==> src/rtl/mode_sequencer_if.sv <==
// Command/status bundle between the key decoder (master) and mode_sequencer (slave).
// NUM_STATES must match the attached mode_sequencer so that `state` widths agree.
interface mode_sequencer_if #(
  parameter int unsigned NUM_STATES = 4
);
  localparam int unsigned STATE_W = (NUM_STATES > 1) ? $clog2(NUM_STATES) : 1;

  logic [1:0]         in;
  logic [STATE_W-1:0] state;
  logic               changed;
  logic               wrapped;

  modport master (output in, input state, changed, wrapped);
  modport slave  (input in, output state, changed, wrapped);
endinterface

==> src/rtl/mode_sequencer.sv <==
// Mode index sequencer: steps `state` forward/backward on edge-detected command codes,
// wraps at both ends, and clears on a level-sensitive clear code.
// Optional feature macro: MODE_SEQ_AUTOREPEAT_EN adds hold-to-repeat stepping.
module mode_sequencer #(
  parameter int unsigned NUM_STATES    = 4,
  parameter logic [1:0]  ADV_CODE      = 2'b10,
  parameter logic [1:0]  BACK_CODE     = 2'b01,
  parameter logic [1:0]  CLR_CODE      = 2'b11,
  parameter int unsigned HOLD_CYCLES   = 50_000_000,
  parameter int unsigned REPEAT_CYCLES = 10_000_000
) (
  input logic             clk,
  input logic             rst,
  mode_sequencer_if.slave bus
);
  localparam int unsigned STATE_W = (NUM_STATES > 1) ? $clog2(NUM_STATES) : 1;
  localparam logic [STATE_W-1:0] LastState = STATE_W'(NUM_STATES - 1);

  if (NUM_STATES < 2 || HOLD_CYCLES < 1 || REPEAT_CYCLES < 1) begin : g_bad_param
    $error("mode_sequencer: NUM_STATES must be >= 2, HOLD/REPEAT_CYCLES >= 1");
  end

  logic [STATE_W-1:0] r_state;
  logic               r_changed;
  logic               r_wrapped;
  logic [1:0]         r_in_d;

  logic w_adv_press;
  logic w_back_press;
  logic w_clr;
  logic w_step_adv;
  logic w_step_back;

  assign w_adv_press  = (bus.in == ADV_CODE)  && (r_in_d != ADV_CODE);
  assign w_back_press = (bus.in == BACK_CODE) && (r_in_d != BACK_CODE);
  assign w_clr        = (bus.in == CLR_CODE);

`ifdef MODE_SEQ_AUTOREPEAT_EN
  localparam int unsigned MaxCycles = (HOLD_CYCLES > REPEAT_CYCLES) ? HOLD_CYCLES : REPEAT_CYCLES;
  localparam int unsigned CntW      = $clog2(MaxCycles + 1);

  // r_cnt counts edges since the last step of the current hold; r_rep marks that the
  // first (long) hold interval has already elapsed.
  logic [CntW-1:0] r_cnt;
  logic            r_rep;
  logic [CntW-1:0] w_target;
  logic            w_held;
  logic            w_fire;

  assign w_held   = (bus.in == r_in_d) && ((bus.in == ADV_CODE) || (bus.in == BACK_CODE));
  assign w_target = r_rep ? CntW'(REPEAT_CYCLES - 1) : CntW'(HOLD_CYCLES - 1);
  assign w_fire   = w_held && (r_cnt == w_target);

  // Repeat timer: runs only while a step code is held unchanged, cleared otherwise.
  always_ff @(posedge clk) begin
    if (rst) begin
      r_cnt <= '0;
      r_rep <= 1'b0;
    end else if (w_held) begin
      if (w_fire) begin
        r_cnt <= '0;
        r_rep <= 1'b1;
      end else begin
        r_cnt <= r_cnt + 1'b1;
      end
    end else begin
      r_cnt <= '0;
      r_rep <= 1'b0;
    end
  end

  assign w_step_adv  = w_adv_press  || (w_fire && (bus.in == ADV_CODE));
  assign w_step_back = w_back_press || (w_fire && (bus.in == BACK_CODE));
`else
  assign w_step_adv  = w_adv_press;
  assign w_step_back = w_back_press;
`endif

  // Mode register with one-cycle changed/wrapped pulses; clear beats any step.
  always_ff @(posedge clk) begin
    if (rst) begin
      r_state   <= '0;
      r_changed <= 1'b0;
      r_wrapped <= 1'b0;
      r_in_d    <= 2'b00;
    end else begin
      r_in_d    <= bus.in;
      r_changed <= 1'b0;
      r_wrapped <= 1'b0;
      if (w_clr) begin
        r_state   <= '0;
        r_changed <= (r_state != '0);
      end else if (w_step_adv) begin
        r_changed <= 1'b1;
        // Out-of-range values recover to 0 without a wrap pulse.
        if (r_state >= LastState) begin
          r_state   <= '0;
          r_wrapped <= (r_state == LastState);
        end else begin
          r_state <= r_state + 1'b1;
        end
      end else if (w_step_back) begin
        r_changed <= 1'b1;
        if (r_state == '0) begin
          r_state   <= LastState;
          r_wrapped <= 1'b1;
        end else if (r_state > LastState) begin
          r_state <= LastState;
        end else begin
          r_state <= r_state - 1'b1;
        end
      end
    end
  end

  assign bus.state   = r_state;
  assign bus.changed = r_changed;
  assign bus.wrapped = r_wrapped;
endmodule

==> src/flat_wrapper.sv <==
// flat-port wrapper written by rule: the top's interface ports become plain ports
module mode_sequencer_flat 
#(
  parameter int unsigned NUM_STATES    = 4,
  parameter logic [1:0]  ADV_CODE      = 2'b10,
  parameter logic [1:0]  BACK_CODE     = 2'b01,
  parameter logic [1:0]  CLR_CODE      = 2'b11,
  parameter int unsigned HOLD_CYCLES   = 50_000_000,
  parameter int unsigned REPEAT_CYCLES = 10_000_000
)
  (clk, rst, bus_in, bus_state, bus_changed, bus_wrapped);
  mode_sequencer_if #(.NUM_STATES(NUM_STATES)) bus_i ();
  input logic clk;
  input logic rst;
  input wire logic [$bits(bus_i.in)-1:0] bus_in;
  output wire logic [$bits(bus_i.state)-1:0] bus_state;
  output wire logic [$bits(bus_i.changed)-1:0] bus_changed;
  output wire logic [$bits(bus_i.wrapped)-1:0] bus_wrapped;
  assign bus_i.in = bus_in;
  assign bus_state = bus_i.state;
  assign bus_changed = bus_i.changed;
  assign bus_wrapped = bus_i.wrapped;
  mode_sequencer #(.NUM_STATES(NUM_STATES), .ADV_CODE(ADV_CODE), .BACK_CODE(BACK_CODE), .CLR_CODE(CLR_CODE), .HOLD_CYCLES(HOLD_CYCLES), .REPEAT_CYCLES(REPEAT_CYCLES)) u_core (.clk(clk), .rst(rst), .bus(bus_i));
endmodule
==> config.mk <==
export PLATFORM = sky130hd
export DESIGN_NAME = mode_sequencer_flat
export DESIGN_NICKNAME = d
export VERILOG_FILES = /design/src/rtl/mode_sequencer_if.sv /design/src/rtl/mode_sequencer.sv /design/src/flat_wrapper.sv
export SDC_FILE = /design/constraint.sdc
export NUM_CORES = 1
export LEC_CHECK = 0
export CORE_AREA = 2 2 39 41
export CTS_BUF_LIST = sky130_fd_sc_hd__clkbuf_8
export DETAILED_ROUTE_END_ITERATION = 6
export DIE_AREA = 0 0 41 43
export GPL_TIMING_DRIVEN = 0
export HOLD_SLACK_MARGIN = 0.03
export PLACE_DENSITY = 0.42
export SLEW_MARGIN = 10
export SYNTH_ARGS = -nofsm -noshare
export SYNTH_HDL_FRONTEND = slang
export SYNTH_SLANG_ARGS = --single-unit
==> constraint.sdc <==
create_clock -name clk -period 3.85 [get_ports clk]
set_clock_uncertainty 0.15 [all_clocks]
set_input_delay 0.9625 -clock clk [delete_from_list [all_inputs] [get_ports clk]]
set_output_delay 0.9625 -clock clk [all_outputs]
set_load 0.05 [all_outputs]
== After elaboration in Yosys (flattened, before gate mapping) ==
Index checks and enable logic that the tools add are counted.
W data, S select, Z words.
Storage, ports and cells
  bits of input ports: 4
  word-level logic and storage cells: 32
  register bits: 6
  output and inout port bits: 4
Operators by class
  add/subtract/negate cells: 2
  equal/unequal tests: 6
  reductions and logical operators: 6
  order comparisons: 2
  mux-type cells: 12
Operators with widths (number)
  $mux W2: 5
  $mux W1: 7
  $eq A2 B2 Y1 const B: 3
  $reduce_bool A2 Y1: 2
  $add A2 B1 Y2 const B: 1
  $eq A2 B1 Y1 const B: 1
  $ge A2 B2 Y1 const B: 1
  $gt A2 B2 Y1 const B: 1
  $logic_and A1 B1 Y1: 2
  $logic_not A2 Y1: 1
  $ne A2 B1 Y1 const B: 1
  $ne A2 B2 Y1 const B: 1
  $reduce_or A2 Y1: 1
  $sub A2 B1 Y2 const B: 1

== Logic depth before layout (Yosys ltp) ==
  depth after elaboration: 5
  gate-level depth with buffers: 5
  mapped depth without buffers: 5

== Worst setup path after synthesis ==
No wires, ideal clock.
  path type: input -> register
  start: in bus_in[1]
  end: reg u_core.r_state[1], in the netlist u_core.bus.state[1]
  setup slack: 1970 ps
  library setup time: 117 ps
  path buffers: 0
  required time: 3583 ps
  cell stages on the path: 4
  data arrival time: 1614 ps
  cells stage by stage: and2b_1 a22oi_2 nor2_1 a22o_1
Between the ends
  longest elaborated chain between the ends: 3
  elaborated cells between the ends (all ways): 8
  classes of those cells: eq/ne (3); mux (1); reduce/logical (4)
Ends and longest elaborated chain
  start, declared: RTL line flat_wrapper.sv:15  | input wire logic [$bits(bus_i.in)-1:0] bus_in;
  $eq A2 B2 Y1 or $eq A2 B1 Y1 (tied branches): RTL line mode_sequencer.sv:34, mode_sequencer.sv:35
  $logic_and A1 B1 Y1, on equally long branches: RTL line mode_sequencer.sv:34, mode_sequencer.sv:35
  $mux W2 or $reduce_bool A2 Y1 (tied branches)
  end signal, assigned: RTL line mode_sequencer.sv:100  | r_state <= r_state + 1'b1;
  end signal, assigned: RTL line mode_sequencer.sv:105  | r_state <= LastState;
  end signal, assigned: RTL line mode_sequencer.sv:108  | r_state <= LastState;
  end, declared: RTL line mode_sequencer.sv:23  | logic [STATE_W-1:0] r_state;
Parallel ways exist; a longest one is shown, timed or not.
A chain may end at the register's enable or synchronous reset.

== Worst setup path in the final report ==
  start: reg u_core.r_state[0], in the netlist u_core.bus.state[0]
  end: out bus_state[0]
RTL lines
  end, declared: RTL line flat_wrapper.sv:16  | output wire logic [$bits(bus_i.state)-1:0] bus_state;
No word-level cell between the ends.

==> results.cfg <==
[outcome]
status = complete, no violations

[worst_setup_path]
cpLargestDelayFamily = buffers and inverters
crit_path_end_kind = primary output
crit_arrival_ns = 1.44
critPathMaxStageDelay_ns = 0.83
worst-path-buf-inv = 1
start_kind = flop
crit_chain = clkdlybuf4s50_1
worstPathRequired_ns = 2.74
crit_type = reg -> out
critPathSlowestCell = clkdlybuf4s50_1
cp_max_fo = 5

[logic_synthesis]
ys_ff_latch = 6
syn_avg_cell_area_um2 = 9.58
syn_nets = 38
yosys.cell_types.count = 21
ys_warn_count = 0
syn_area_um2 = 307
netlist_instances = 32
yosysSeqAreaShare = 0.392

[floorplanning]
start_util = 0.222
io_pins = 8
die_height_um = 43
die_x_um = 41
die_area_um2 = 1760
core_um2 = 1380
num_rows = 14

[timing]
final-hold-violation-count = 0
timing.final.crit_period_ns = 2.55
min_period_over_period = 0.662
setup_viol = 0
worst_pin_slew_ns = 0.494
slew_headroom = 0.670
max_freq_mhz = 392
drv_slew = 0
rsz0062_at_grt = no
fin_tns_setup_ns = 0

[finish]
stdcell_area_um2 = 438
drive_gt1_frac = 0.143
final_cell_mix = clkdlybuf4s50_1, dfxtp_1, clkbuf_8
fillCellCount = 150
finish.utilization = 0.316
antenna_cells = 0
final_cells = 58
area_growth_pct = 42.9
nets = 50
final_common_cell = clkdlybuf4s50_1

[cts]
post-cts-setup-buffers = 0
numCtsBuffers = 3
cts.repair.resized = 0
cts.root.buffer_cell = clkbuf_8
clock_latency_ns = 0.22
cts_tree = done
cts_sinks = 6
h-tree-depth = 1
clk_path_buf_depth = 2
holdBufCountCts = 0
cts.reportedPaths.clkPinSlew_ns = 0.03

[placement]
dpl.hpwl_um = 443
port_buffers = 7
placed_area_um2 = 397
gp_congestion = 0.674
dp_cells = 55

[pwr]
powerDensity_nw_per_um2 = 467
power.leakage_nw = 0.171
p_total_mw = 0.204
ir_drop_mv = 0.185

[detailed_routing]
wl_per_cell_um = 10.2
vias = 251
antenna_left = 0
routed_wl_um = 589
via_per_inst = 4.33
first_pass_iters = 4
drt_iter0_markers = 4
drc = 0

[global_route]
grt_pass1_wl_um = 910
grt_max_degree = 6
grt_usage = 0.0783
antenna_found_initial = 0
overflow = 0
grt_pass1_vias = 238

[flow_run]
maxCapViolations = 0

[hold_path]
hp-class = reg -> reg
## synth_stat cells (all sizes together)
library cell  n  area, µm²
nand3b        1       7.51
a22o          1       8.76
and2          1       6.26
ha            2       25.0
o21ai         1       5.00
inv           2       7.51
a21boi        1       7.51
nor2          2       7.51
dfxtp         6        120
a211o         1       8.76
nor2b         3       26.3
a22oi         1       12.5
nand2b        2       12.5
nand2         1       3.75
xnor2         1       8.76
nand3         1       5.00
and2b         1       7.51
a21o          1       7.51
a21oi         3       18.8
## through the flow
| stage | hold slack (ns) | setup WS, ns |
|---|---|---|
| final | 0.412 | 1.30 |
| after global routing | 0.444 | 1.24 |
| after CTS | 0.417 | 1.29 |
| after detailed placement | 0.407 | 1.32 |
| after global placement | 0.405 | 1.31 |
| after floorplan | 0.402 | 1.97 |
## layout make-up
type                       count  area (µm²)  area share
multi-input combinational     24         179       0.409
sequential                     6         120       0.274
timing repair buffer           7        70.1       0.160
clock buffer                   3        41.3      0.0943
tap                           16        20.0      0.0457
inverter                       2        7.51      0.0171
## state kept, by name (all words and copies together), names as in the netlist
signal              flops
u_core.bus.state        2
u_core.r_in_d           2
u_core.bus.changed      1
u_core.bus.wrapped      1
## metal layers
metal / routed length, µm / vias to the layer above / part of all wire / GRT usage
li1: - / 129 / - / -
met1: 294 / 115 / 0.50 / 0.0997
met2: 247 / 7 / 0.42 / 0.100
met3: 47 / 0 / 0.080 / 0.0471
met4: 0 / 0 / 0 / 0.0400
met5: 0 / - / 0 / 0
## final timing paths
path	startpoint	cells after the start	endpoint	slack, ns
worst max-delay path	u_core.bus.state[0]	1	bus_state[0]	1.30
worst min-delay path	u_core.bus.state[0]	2	u_core.bus.state[0]	0.41
worst max register to register	u_core.bus.state[0]	5	u_core.bus.state[0]	2.50
worst min register to register	u_core.bus.state[0]	2	u_core.bus.state[0]	0.41
## cell families (layout without fill, tap and decap cells)
group	after synthesis	after routing	share of synthesized area
DFF	6	6	0.392
AOI/OAI and AO/OA	9	9	0.225
buffers and inverters	2	12	0.0245
xor gates and xnor gates	1	1	0.0286
adders and majority gates	2	2	0.0816
and+or+nand+nor	12	12	0.249
## where the power goes
| part | switching, mW | internal (mW) |
|---|---|---|
| clock network | 0.0243 | 0.0669 |
| registers | 0.00277 | 0.0669 |
| logic | 0.0245 | 0.0190 |
Note: power is estimated with default switching activity, not from simulation.
